--- src/rtl/board_clear_fsm.sv ---
// ============================================================================
// board_clear_fsm : removes full rows from a board snapshot, then spawns a piece
// Revision 1.0 - initial release
// ============================================================================
`default_nettype none

module board_clear_fsm #(
  parameter int ROWS      = 8,
  parameter int COLS      = 4,
  parameter int SPAWN_COL = 1,
  parameter int SCORE_W   = 16,
  parameter int N         = ROWS * COLS,
  parameter int LC_W      = $clog2(ROWS + 1)
) (
  input  logic               clka,
  input  logic               reset,
  input  logic               start,
  input  logic [N-1:0]       board_in,
  input  logic [1:0]         curr_piece,
  output logic               busy,
  output logic               done,
  output logic [N-1:0]       board_out,
  output logic               error,
  output logic [LC_W-1:0]    lines_cleared,
  output logic [SCORE_W-1:0] score
);

  localparam int PTR_W = $clog2(ROWS);

  typedef enum logic [1:0] {
    ST_IDLE  = 2'd0,
    ST_SCAN  = 2'd1,
    ST_SPAWN = 2'd2
  } state_t;

  state_t              r_state;
  logic [N-1:0]        r_board;
  logic [1:0]          r_piece;
  logic [PTR_W-1:0]    r_ptr;
  logic [LC_W-1:0]     r_cnt;
  logic [N-1:0]        r_board_out;
  logic                r_error;
  logic [LC_W-1:0]     r_lc;
  logic [SCORE_W-1:0]  r_score;
  logic                r_done;

  state_t              w_state_nxt;
  logic [N-1:0]        w_board_nxt;
  logic [1:0]          w_piece_nxt;
  logic [PTR_W-1:0]    w_ptr_nxt;
  logic [LC_W-1:0]     w_cnt_nxt;
  logic [N-1:0]        w_out_nxt;
  logic                w_err_nxt;
  logic [LC_W-1:0]     w_lc_nxt;
  logic [SCORE_W-1:0]  w_score_nxt;
  logic                w_done_nxt;

  logic [ROWS-1:0]     w_row_full;
  logic                w_cur_full;
  logic [N-1:0]        w_shifted;
  logic [N-1:0]        w_mask;
  logic [SCORE_W:0]    w_score_sum;
  logic [SCORE_W-1:0]  w_score_sat;

  // Rows at or above the pointer drop by one; the top row refills with zeros.
  generate
    for (genvar gi = 0; gi < ROWS; gi++) begin : g_row
      assign w_row_full[gi] = &r_board[gi*COLS +: COLS];
      if (gi == 0) begin : g_top
        assign w_shifted[0 +: COLS] = '0;
      end else begin : g_rest
        assign w_shifted[gi*COLS +: COLS] = (PTR_W'(gi) <= r_ptr) ?
                                            r_board[(gi-1)*COLS +: COLS] :
                                            r_board[gi*COLS +: COLS];
      end
    end
  endgenerate

  assign w_cur_full = w_row_full[r_ptr];

  always_comb begin
    w_mask = '0;
    case (r_piece)
      2'b00: begin
        w_mask[SPAWN_COL] = 1'b1;
      end
      2'b01: begin
        w_mask[SPAWN_COL]     = 1'b1;
        w_mask[SPAWN_COL + 1] = 1'b1;
      end
      2'b10: begin
        w_mask[SPAWN_COL]            = 1'b1;
        w_mask[SPAWN_COL + 1]        = 1'b1;
        w_mask[COLS + SPAWN_COL]     = 1'b1;
        w_mask[COLS + SPAWN_COL + 1] = 1'b1;
      end
      default: begin
        w_mask[SPAWN_COL]            = 1'b1;
        w_mask[COLS + SPAWN_COL]     = 1'b1;
        w_mask[COLS + SPAWN_COL + 1] = 1'b1;
      end
    endcase
  end

  assign w_score_sum = {1'b0, r_score} + (SCORE_W + 1)'(r_cnt);
  assign w_score_sat = w_score_sum[SCORE_W] ? {SCORE_W{1'b1}} : w_score_sum[SCORE_W-1:0];

  always_comb begin
    w_state_nxt = r_state;
    w_board_nxt = r_board;
    w_piece_nxt = r_piece;
    w_ptr_nxt   = r_ptr;
    w_cnt_nxt   = r_cnt;
    w_out_nxt   = r_board_out;
    w_err_nxt   = r_error;
    w_lc_nxt    = r_lc;
    w_score_nxt = r_score;
    w_done_nxt  = 1'b0;
    case (r_state)
      ST_IDLE: begin
        if (start) begin
          w_board_nxt = board_in;
          w_piece_nxt = curr_piece;
          w_ptr_nxt   = PTR_W'(ROWS - 1);
          w_cnt_nxt   = '0;
          w_state_nxt = ST_SCAN;
        end
      end
      ST_SCAN: begin
        // A cleared row keeps the pointer so the row that fell into it is re-checked.
        if (w_cur_full) begin
          w_board_nxt = w_shifted;
          w_cnt_nxt   = r_cnt + LC_W'(1);
        end else if (r_ptr != '0) begin
          w_ptr_nxt   = r_ptr - PTR_W'(1);
        end else begin
          w_state_nxt = ST_SPAWN;
        end
      end
      ST_SPAWN: begin
        w_out_nxt   = r_board | w_mask;
        w_err_nxt   = |(r_board & w_mask);
        w_lc_nxt    = r_cnt;
        w_score_nxt = w_score_sat;
        w_done_nxt  = 1'b1;
        w_state_nxt = ST_IDLE;
      end
      default: begin
        w_state_nxt = ST_IDLE;
      end
    endcase
  end

  always_ff @(posedge clka or posedge reset) begin
    if (reset) begin
      r_state     <= ST_IDLE;
      r_board     <= '0;
      r_piece     <= '0;
      r_ptr       <= '0;
      r_cnt       <= '0;
      r_board_out <= '0;
      r_error     <= 1'b0;
      r_lc        <= '0;
      r_score     <= '0;
      r_done      <= 1'b0;
    end else begin
      r_state     <= w_state_nxt;
      r_board     <= w_board_nxt;
      r_piece     <= w_piece_nxt;
      r_ptr       <= w_ptr_nxt;
      r_cnt       <= w_cnt_nxt;
      r_board_out <= w_out_nxt;
      r_error     <= w_err_nxt;
      r_lc        <= w_lc_nxt;
      r_score     <= w_score_nxt;
      r_done      <= w_done_nxt;
    end
  end

  assign busy          = (r_state != ST_IDLE);
  assign done          = r_done;
  assign board_out     = r_board_out;
  assign error         = r_error;
  assign lines_cleared = r_lc;
  assign score         = r_score;

endmodule

`default_nettype wire

--- config.mk ---
export PLATFORM = sky130hd
export DESIGN_NAME = board_clear_fsm
export DESIGN_NICKNAME = d
export VERILOG_FILES = /design/src/rtl/board_clear_fsm.sv
export SDC_FILE = /design/constraint.sdc
export NUM_CORES = 1
export LEC_CHECK = 0
export ABC_AREA = 1
export CAP_MARGIN = 10
export CELL_PAD_IN_SITES_DETAIL_PLACEMENT = 1
export CELL_PAD_IN_SITES_GLOBAL_PLACEMENT = 2
export CORE_MARGIN = 4
export CORE_UTILIZATION = 30
export DETAILED_ROUTE_END_ITERATION = 8
export PLACE_DENSITY_LB_ADDON = 0.1
export SETUP_SLACK_MARGIN = 0.15
export SLEW_MARGIN = 20
export SYNTH_ARGS = -nofsm -noshare
export SYNTH_HDL_FRONTEND = slang
export SYNTH_SLANG_ARGS = --single-unit
export TNS_END_PERCENT = 10
--- constraint.sdc ---
create_clock -name clka -period 4.21 [get_ports clka]
set_input_delay 0.842 -clock clka [delete_from_list [all_inputs] [get_ports clka]]
set_output_delay 0.842 -clock clka [all_outputs]
set_load 0.05 [all_outputs]
Word-level counts from Yosys, hierarchy flattened
Cells that the tools add are included.
- eq/ne operators: 16
- bitwise gates (word level): 2
- $mul: 0
- add/subtract/negate cells: 3
- muxes and demuxes: 27
- $lt $le $gt $ge: 8
- shift operators: 0
- div/mod/pow operators: 0
- reductions and logical operators: 27
- operator list (operator ; number):
    $mux 32 ; 2
    $pmux 32 s2 ; 1
    $reduce_and 4->1 ; 16
    $mux 4 ; 9
    $and 32x7->32 ; 1
    $or 32x7->32 ; 1
    $reduce_or 32->1 ; 1
    $ne 2x2->1 const B ; 12
    $add 16x4->17 ; 1
    $mux 16 ; 1
    $le 3x3->1 const A ; 4
    $mux 3 ; 3
    $mux 2 ; 4
    $pmux 4 s2 ; 1
    $le 2x3->1 const A ; 2
    $pmux 3 s2 ; 1
    $reduce_and 3->1 ; 2
    $add 4x1->4 const B ; 1
    $eq 2x1->1 const B ; 2
    $eq 2x2->1 const B ; 2
    $logic_not 2->1 ; 2
    $lt 3x4->1 const B ; 1
    $pmux 2 s2 ; 1
    $reduce_bool 2->1 ; 2
    other kinds (7) ; 10
- output and inout bits: 55
- input bits: 37
- word-level logic and storage cells: 100
- memories: 0
- memory bits (writable): 0
- bits in registers: 97
- latch bits: 0
- ROM bits: 0

Longest topological paths before layout
Gate-level depths: netlist of run 1.
- depth after elaboration: 5
- gate-level depth with buffers: 12
- mapped depth without buffers: 11

Worst setup path after synthesis of run 1
No wires, ideal clock.
- path type: register to register
- start: reg r_score[0] (netlist: score[0])
- end: reg r_score[10] (netlist: score[10])
- data arrival time: 2.067 ns
- stages on the path, launching flop included: 10
- setup time: 0.138 ns
- path slack: 2.005 ns
- cell sequence: dfrtp_1 -> ha_1 -> fa_1 -> nand3_1 -> o211ai_1 -> nand2_1 -> nor2_1 -> nand2_1 -> clkbuf_1 -> nand3_1
- cells in the longest elaborated chain, start to end: 2
- RTL lines (item ; RTL line ; text):
    from (decl) ; 44 ; logic [SCORE_W-1:0] r_score;
    from (signal assigned) ; 175 ; r_score <= w_score_nxt;
    $add 16x4->17 ; 105 ; assign w_score_sum = {1'b0, r_score} + (SCORE_W + 1)'(r_cnt);
    $mux 16 ; 106 ; assign w_score_sat = w_score_sum[SCORE_W] ? {SCORE_W{1'b1}} : w_score_sum[SCORE_W-1:0];
Every way passes these cells.
A chain may end at the register's enable or synchronous reset.

Worst setup path in the final report of run 1
- start: reg r_state[1]
- end: out busy
- cells in the longest elaborated chain, start to end: 1
- RTL lines (item ; RTL line ; text):
    from (decl) ; 36 ; state_t r_state;
    from (signal assigned) ; 167 ; r_state <= w_state_nxt;
    $reduce_bool 2->1 ; 180 ; assign busy = (r_state != ST_IDLE);
    to (decl) ; 20 ; output logic busy,
Every way passes these cells.

==> out/qor_table.md, run 1 <==
| Metric | Value |
| --- | --- |
| Number of library cell types mapped by synthesis | 32 |
| Router iterations before antenna repair | 4 |
| Via count of the first global-routing pass | 4,799 |
| Antenna diode count | 0 |
| Maximum achievable frequency | 358.8 MHz |
| Largest buffer count on any clock path | 2 |
| Post-route clock skew | 9.035 ps |
| Status | finished clean |
| Net count of the mapped netlist | 689 |
| Drt drc | 0 |
| Share of total power consumed by net switching | 47.78% |
| Area used by multi-input combinational logic | 2160 um^2 |
| Post-layout instance area | 6379 um^2 |
| Fraction of final layout cells sized beyond drive strength 1 | 5.096% |
| Master cell of the clock root buffer | sky130_fd_sc_hd__clkbuf_16 |
| Critical Path Sink Type | primary output |
| Max Cap Violations | 0 |
| Layout Utilization | 39.72% |
| FF+latch count, synth | 97 |
| Leakage component of the power | 3.031 nW |
| Number of nets in the finished design | 771 |
| Number of clock buffers inserted by TritonCTS | 9 |
| Final worst path period share | 66.20% |
| Sequential share of power | 32.0% |
| Synthesized area per cell | 7.775 um^2 |
| Global route total overflow | 0 |
| Crit path cell chain | nor2_1, inv_1, clkdlybuf4s50_1 |
| Syn. warnings | 0 |
| Most common library cell in the layout ignoring fill and taps | sky130_fd_sc_hd__nand2_1 |
| Global-route wire length before repair | 24,320 um |
| Clock tree sinks | 97 |
| Violation count after the first detailed-route iteration | 173 |
| Fraction of registers with async set/reset | 100.0% |
| Number of antenna violations at the first check in global routing | 0 |
| Post_cts resized | 0 |
| Portion of synthesized cell area occupied by the leading cell type | 48.85% |
| Count of vias placed by the detailed router | 4,419 |
| Die H | 136.7 um |
| IO Pins | 92 |
| Path class of the lowest-slack min-delay path | flop to flop |
| Combinational power share | 49.3% |
| Core region area | 16,060 um^2 |
| FP Rows | 46 |
| Worst Path Class, Setup | flop to primary output |
| Final setup violation count | 0 |
| Area of the die | 18,680 um^2 |
| Accumulated negative setup slack | 0 ps |
| Critical Path Start Type | flop |
| Routed wire length | 14,240 um |
| Required time at the endpoint of the critical path | 3370 ps |
| Gpl congestion | 0.7904 |
| Clock latency on the worst-skew pair | 350 ps |
| Synthesized netlist cell count | 639 |
| Maximum number of pins on one net before global-route repair | 70 |
| Antenna Violating Nets Remaining | 0 |
| Slew @ Worst Pin | 953.3 ps |
| Worst relative slew slack | 36.35% |
| Layout-stage area growth over the synthesis result | 28.38% |
| Total number of H-tree levels | 3 |
| Fraction of the yosys area taken by sequential cells | 48.85% |
| Post-CTS setup buffers | 0 |
| EDFF count, synth | 0 |
| Area taken by flip-flops and latches | 2427 um^2 |
| Number of input and output port buffers inserted | 91 |
| Routed len/inst | 15.11 um |
| Clock-pin transition on the worst setup and hold timing paths | 70 ps |
| Post-Synthesis Cell Area | 4969 um^2 |
| PD cells | 759.3 nW/um^2 |
| Cell types with the largest area share after synthesis | sky130_fd_sc_hd__dfrtp_1 (49%), sky130_fd_sc_hd__nand2_1 (16%), sky130_fd_sc_hd__o21ai_0 (7.7%), sky130_fd_sc_hd__nand3_1 (5.9%), sky130_fd_sc_hd__inv_1 (4.9%) |
| Count of endpoints failing hold in the final timing report | 0 |
| Delay of the slowest critical-path stage | 710 ps |
| Initial Util | 30.94% |
| Via-per-instance ratio | 4.691 |
| Placement Cell Area | 6057 um^2 |
| Highest net fanout along the worst path | 6 |
| Max Slew Vio Count | 0 |
| Number of hold buffers added after CTS | 0 |
| CTS tree | built |
| Total design power | 4.843 mW |
| Post-synth top area cell | sky130_fd_sc_hd__dfrtp_1 |
| Half-perimeter wire length of the detailed placement result | 10,410 um |
| Maximum resistive drop on vdd | 0.0002748 V |
| Most used flip-flop cell after synthesis | sky130_fd_sc_hd__dfrtp_1 |
| All-layer global routing usage | 16.21% |
| Data arrival at the endpoint of the critical path | 1950 ps |
| Cell internal power dissipation | 2.529 mW |
| Die Width | 136.7 um |
| Top library cells by usage in the layout, fill and taps aside | sky130_fd_sc_hd__nand2_1 (208), sky130_fd_sc_hd__dfrtp_1 (97), sky130_fd_sc_hd__clkdlybuf4s50_1 (91) |
| Part of the total power dissipated in the clock network | 18.7% |
| Critical-path cell with the highest stage delay | sky130_fd_sc_hd__clkdlybuf4s50_1 |
| Minimum period implied by the final worst setup slack | 2787 ps |
| Fillers | 1,899 |
| Setup repair after global routing missed its margin | false |
| Sw power | 2.314 mW |
cells in the mapped netlist (3+ instances only):
cell type / number
sky130_fd_sc_hd__nor2_1: 38
sky130_fd_sc_hd__nand2_2: 6
sky130_fd_sc_hd__inv_1: 65
sky130_fd_sc_hd__buf_2: 7
sky130_fd_sc_hd__nand3b_1: 4
sky130_fd_sc_hd__o21ai_0: 76
sky130_fd_sc_hd__nand3_1: 59
sky130_fd_sc_hd__buf_6: 3
sky130_fd_sc_hd__a21oi_1: 10
sky130_fd_sc_hd__xor2_1: 5
sky130_fd_sc_hd__nor3_1: 5
sky130_fd_sc_hd__dfrtp_1: 97
sky130_fd_sc_hd__or2_2: 3
sky130_fd_sc_hd__ha_1: 12
sky130_fd_sc_hd__clkbuf_1: 10
sky130_fd_sc_hd__nand2_1: 209
sky130_fd_sc_hd__nand4_1: 10
final cells by class:
type / count / share of cell area (%)
clock inverter: 5 / 1.236
sequential: 97 / 38.05
multi-input combinational: 452 / 33.86
inverter: 67 / 3.982
timing repair buffer: 94 / 14.83
clock buffer: 11 / 3.805
tap: 216 / 4.237
state kept, by name, indices dropped and copies added (netlist names):
name and cells:
score 16, r_board 32, error 1, r_cnt 4
r_state 2, done 1, r_piece 2, r_ptr 3
board_out 32, lines_cleared 4
kinds of logic (layout without fill, tap and decap cells):
group / count (synthesis) / after routing / synth area share (%)
and+or+nand+nor: 343 / 343 / 29.69
DFF: 97 / 97 / 48.85
adders and majority gates: 13 / 13 / 3.425
buffers and inverters: 90 / 177 / 7.731
AOI/OAI and AO/OA: 90 / 90 / 9.242
xor gates and xnor gates: 6 / 6 / 1.058
routing by layer:
metal | GRT usage (%) | vias up | part of all wire, %
met4 | 4.871 | 0 | 1.3
met3 | 2.316 | 10 | 3.0
met1 | 21.43 | 2152 | 48
li1 | - | 2200 | -
met2 | 27.55 | 57 | 48
met5 | 0 | - | 0
per-stage QoR:
step,hold slack [ps],setup slack (ps),std cells
2_1_floorplan,463.1,834.3,639
6_report,467.1,1423,942
4_1_cts,472.9,1383,942
3_5_place_dp,456.0,1709,926
5_1_grt,482.8,1349,942
3_3_place_gp,450.5,1796,926
power by group through the flow:
| stage | combinational, mW | sequential (mW) | clock (mW) |
|---|---|---|---|
| finish | 2.39 | 1.55 | 0.908 |
| global route | 2.68 | 1.60 | 0.971 |
| CTS | 2.43 | 1.56 | 0.934 |
| detailed placement | 2.42 | 1.57 | 0 |
| global placement | 2.35 | 1.56 | 0 |
| floorplan | 1.33 | 1.96 | 0 |
path summary, 6_finish.rpt:
check                      slack (ps)  cells past startpoint                      from                        to
setup / recovery                 1420                      3    r_state[1]$_DFFE_PP0P_                      busy
hold / removal                    470                      1  board_out[1]$_DFFE_PP0P_  board_out[1]$_DFFE_PP0P_
setup reg to reg                 1870                      8    r_state[0]$_DFFE_PP0P_   r_board[17]$_DFFE_PP0P_
hold reg to reg                   470                      1  board_out[1]$_DFFE_PP0P_  board_out[1]$_DFFE_PP0P_
max in group asynchronous        2500                      3                     reset     score[14]$_DFFE_PP0P_
min in group asynchronous         980                      2                     reset  board_out[6]$_DFFE_PP0P_
critical path, delay by kind of cell (launching register included):
kind                   cells  cell delay [ps]
buffers and inverters      2              810
DFF                        1              440
and+or+nand+nor            1              330
No activity file was read; power rests on OpenSTA's default activity.
==> run 2, diff against run 1 <==
--- a/config.mk
+++ b/config.mk
@@ -10,7 +10,7 @@
 export CELL_PAD_IN_SITES_DETAIL_PLACEMENT = 1
 export CELL_PAD_IN_SITES_GLOBAL_PLACEMENT = 2
 export CORE_MARGIN = 4
-export CORE_UTILIZATION = 30
+export CORE_UTILIZATION = 27
 export DETAILED_ROUTE_END_ITERATION = 8
 export PLACE_DENSITY_LB_ADDON = 0.1
 export SETUP_SLACK_MARGIN = 0.15
==> constraint.sdc (replaced) <==
create_clock -name clka -period 2.31 [get_ports clka]
set_input_delay 0.462 -clock clka [delete_from_list [all_inputs] [get_ports clka]]
set_output_delay 0.462 -clock clka [all_outputs]
set_load 0.05 [all_outputs]
==> out/qor_table.md, run 2 (synthesis results as in run 1) <==
| Metric | Value | Change |
| --- | --- | --- |
| Accumulated negative setup slack | 0 ps | unchanged |
| Maximum achievable frequency | 476.3 MHz |  |
| Required time at the endpoint of the critical path | 1850 ps | was 3370 ps |
| Setup repair after global routing missed its margin | true | was false |
| Area of the die | 20,640 um^2 | was 18,680 um^2 |
| Total number of H-tree levels | 3 | unchanged |
| FP Rows | 49 | was 46 |
| Max Cap Violations | 0 | unchanged |
| Routed len/inst | 15.07 um | was 15.11 um |
| All-layer global routing usage | 14.98% | was 16.21% |
| Area used by multi-input combinational logic | 2168 um^2 | was 2160 um^2 |
| Leakage component of the power | 3.089 nW | was 3.031 nW |
| Via-per-instance ratio | 4.594 | was 4.691 |
| Post-CTS setup buffers | 0 | unchanged |
| Antenna diode count | 0 | unchanged |
| Global route total overflow | 0 | unchanged |
| Delay of the slowest critical-path stage | 840 ps | was 710 ps |
| Number of clock buffers inserted by TritonCTS | 9 | unchanged |
| Slew @ Worst Pin | 558.1 ps | was 953.3 ps |
| Worst path top cell family by delay | buffers and inverters | unchanged |
| Critical Path Sink Type | primary output | unchanged |
| Worst Path Class, Setup | flop to primary output | unchanged |
| Maximum resistive drop on vdd | 0.0006908 V | was 0.0002748 V |
| Placement Cell Area | 6212 um^2 | was 6057 um^2 |
| Via count of the first global-routing pass | 4,657 | was 4,799 |
| Routed wire length | 14,620 um | was 14,240 um |
| Core region area | 18,020 um^2 | was 16,060 um^2 |
| Highest net fanout along the worst path | 6 | unchanged |
| PD cells | 1364 nW/um^2 | was 759.3 nW/um^2 |
| Final worst path period share | 90.89% |  |
| Final setup violation count | 0 | unchanged |
| Non-Filler Instances | 970 | was 942 |
| Initial Util | 27.56% | was 30.94% |
| Router iterations before antenna repair | 4 | unchanged |
| Fraction of final layout cells sized beyond drive strength 1 | 7.287% | was 5.096% |
| Count of vias placed by the detailed router | 4,456 | was 4,419 |
| Antenna Violating Nets Remaining | 0 | unchanged |
| Layout-stage area growth over the synthesis result | 31.35% | was 28.38% |
| Maximum number of pins on one net before global-route repair | 46 | was 70 |
| Cells after DPL | 954 | was 926 |
| Master cell of the clock root buffer | sky130_fd_sc_hd__clkbuf_16 | unchanged |
| Die Width | 143.7 um | was 136.7 um |
| Layout Utilization | 36.21% | was 39.72% |
| Number of hold buffers added after CTS | 0 | unchanged |
| Critical Path Start Type | flop | unchanged |
| Most common library cell in the layout ignoring fill and taps | sky130_fd_sc_hd__nand2_1 | unchanged |
| Post-layout instance area | 6526 um^2 | was 6379 um^2 |
| IO Pins | 92 | unchanged |
| Half-perimeter wire length of the detailed placement result | 11,230 um | was 10,410 um |
| Clock-pin transition on the worst setup and hold timing paths | 70 ps | about the same |
| Die H | 143.7 um | was 136.7 um |
| Worst relative slew slack | 62.68% | was 36.35% |
| Area taken by flip-flops and latches | 2429 um^2 | was 2427 um^2 |
| Total design power | 8.901 mW | was 4.843 mW |
| Critical-path cell with the highest stage delay | sky130_fd_sc_hd__clkdlybuf4s50_1 | unchanged |
| Gpl congestion | 0.8087 | was 0.7904 |
| Global-route wire length before repair | 24,540 um | was 24,320 um |
| Max Slew Vio Count | 0 | unchanged |
| Drt drc | 0 | unchanged |
| Post-route clock skew | 7.985 ps | was 9.035 ps |
| Number of nets in the finished design | 786 | was 771 |
| Count of endpoints failing hold in the final timing report | 0 | unchanged |
| Fillers | 2,177 | was 1,899 |
| Path class of the lowest-slack min-delay path | flop to flop | unchanged |
| Clock tree sinks | 97 | unchanged |
| Number of input and output port buffers inserted | 91 | unchanged |
| Largest buffer count on any clock path | 2 | unchanged |
| Crit path cell chain | clkdlybuf4s50_1 | was nor2_1, inv_1, clkdlybuf4s50_1 |
| Top library cells by usage in the layout, fill and taps aside | sky130_fd_sc_hd__nand2_1 (208), sky130_fd_sc_hd__dfrtp_1 (96), sky130_fd_sc_hd__clkdlybuf4s50_1 (90) | was sky130_fd_sc_hd__nand2_1 (208), sky130_fd_sc_hd__dfrtp_1 (97), sky130_fd_sc_hd__clkdlybuf4s50_1 (91) |
| Data arrival at the endpoint of the critical path | 1640 ps | was 1950 ps |
| Number of antenna violations at the first check in global routing | 0 | unchanged |
| CTS tree | built | unchanged |
| Violation count after the first detailed-route iteration | 173 | unchanged |
| Minimum period implied by the final worst setup slack | 2099 ps |  |
| Clock latency on the worst-skew pair | 350 ps | about the same |
| Combined buffer and inverter count along the critical path | 1 | was 2 |
| Status | finished clean | unchanged |
## run 2: changes by cell type in the layout (fill, tap and decap cells not counted), sizes merged
cell,change
clkbuf,-1
clkdlybuf4s50,-1
dlygate4sd2,+1
buf,+15
bufinv,-1
clkinvlp,+4
clkinv,-2
## run 2: area by class of cell
cell class                 count  area share (%)
tap                          229           4.390
multi-input combinational    452           33.22
inverter                      67           3.911
timing repair buffer         109           16.58
clock buffer                  10           3.662
clock inverter                 6           1.016
sequential                    97           37.21
## run 2: worst reg2reg max path: stages (launching register included)
cell and delay (ps):
sky130_fd_sc_hd__dfrtp_1 410, sky130_fd_sc_hd__ha_1 350, sky130_fd_sc_hd__inv_1 80, sky130_fd_sc_hd__o211ai_1 350, sky130_fd_sc_hd__nand3_1 190, sky130_fd_sc_hd__nor2_1 180
sky130_fd_sc_hd__nand2_1 90, sky130_fd_sc_hd__or2_2 270, sky130_fd_sc_hd__nand3_1 60
## run 2: worst paths after layout
check	start	to	slack (ps)	cells past startpoint
min in group asynchronous	reset	done$_DFF_PP0_	500	2
setup / recovery	score[4]$_DFFE_PP0P_	score[4]	210	1
max in group asynchronous	reset	board_out[20]$_DFFE_PP0P_	1280	3
hold reg to reg	board_out[6]$_DFFE_PP0P_	board_out[6]$_DFFE_PP0P_	480	2
setup reg to reg	r_cnt[3]$_DFFE_PP0P_	score[10]$_DFFE_PP0P_	270	8
hold / removal	board_out[6]$_DFFE_PP0P_	board_out[6]$_DFFE_PP0P_	480	2
## run 2: report_power, final
group,switching [mW],internal (mW)
sequential,0.484,2.30
clock,0.697,0.872
combinational,3.08,1.47
## run 2: timing repair
action	4_1_cts	5_1_grt
setup endpoints to repair	1	25
cloned	0	0
gates resized for setup	1	2
## run 2: through the flow
stage	setup slack, ps	hold WS (ps)
4_1_cts	193.4	481.4
5_1_grt	123.4	506.1
3_3_place_gp	265.2	450.4
3_5_place_dp	263.5	465.0
6_report	210.5	481.9
2_1_floorplan	105.4	463.1
## run 2: layer usage
layer	up-vias	part of all wire (%)	global-route usage [%]
met5	-	0	0
met2	66	47	25.03
met4	0	1.4	4.757
li1	2238	-	-
met1	2138	48	20.20
met3	14	3.2	1.997
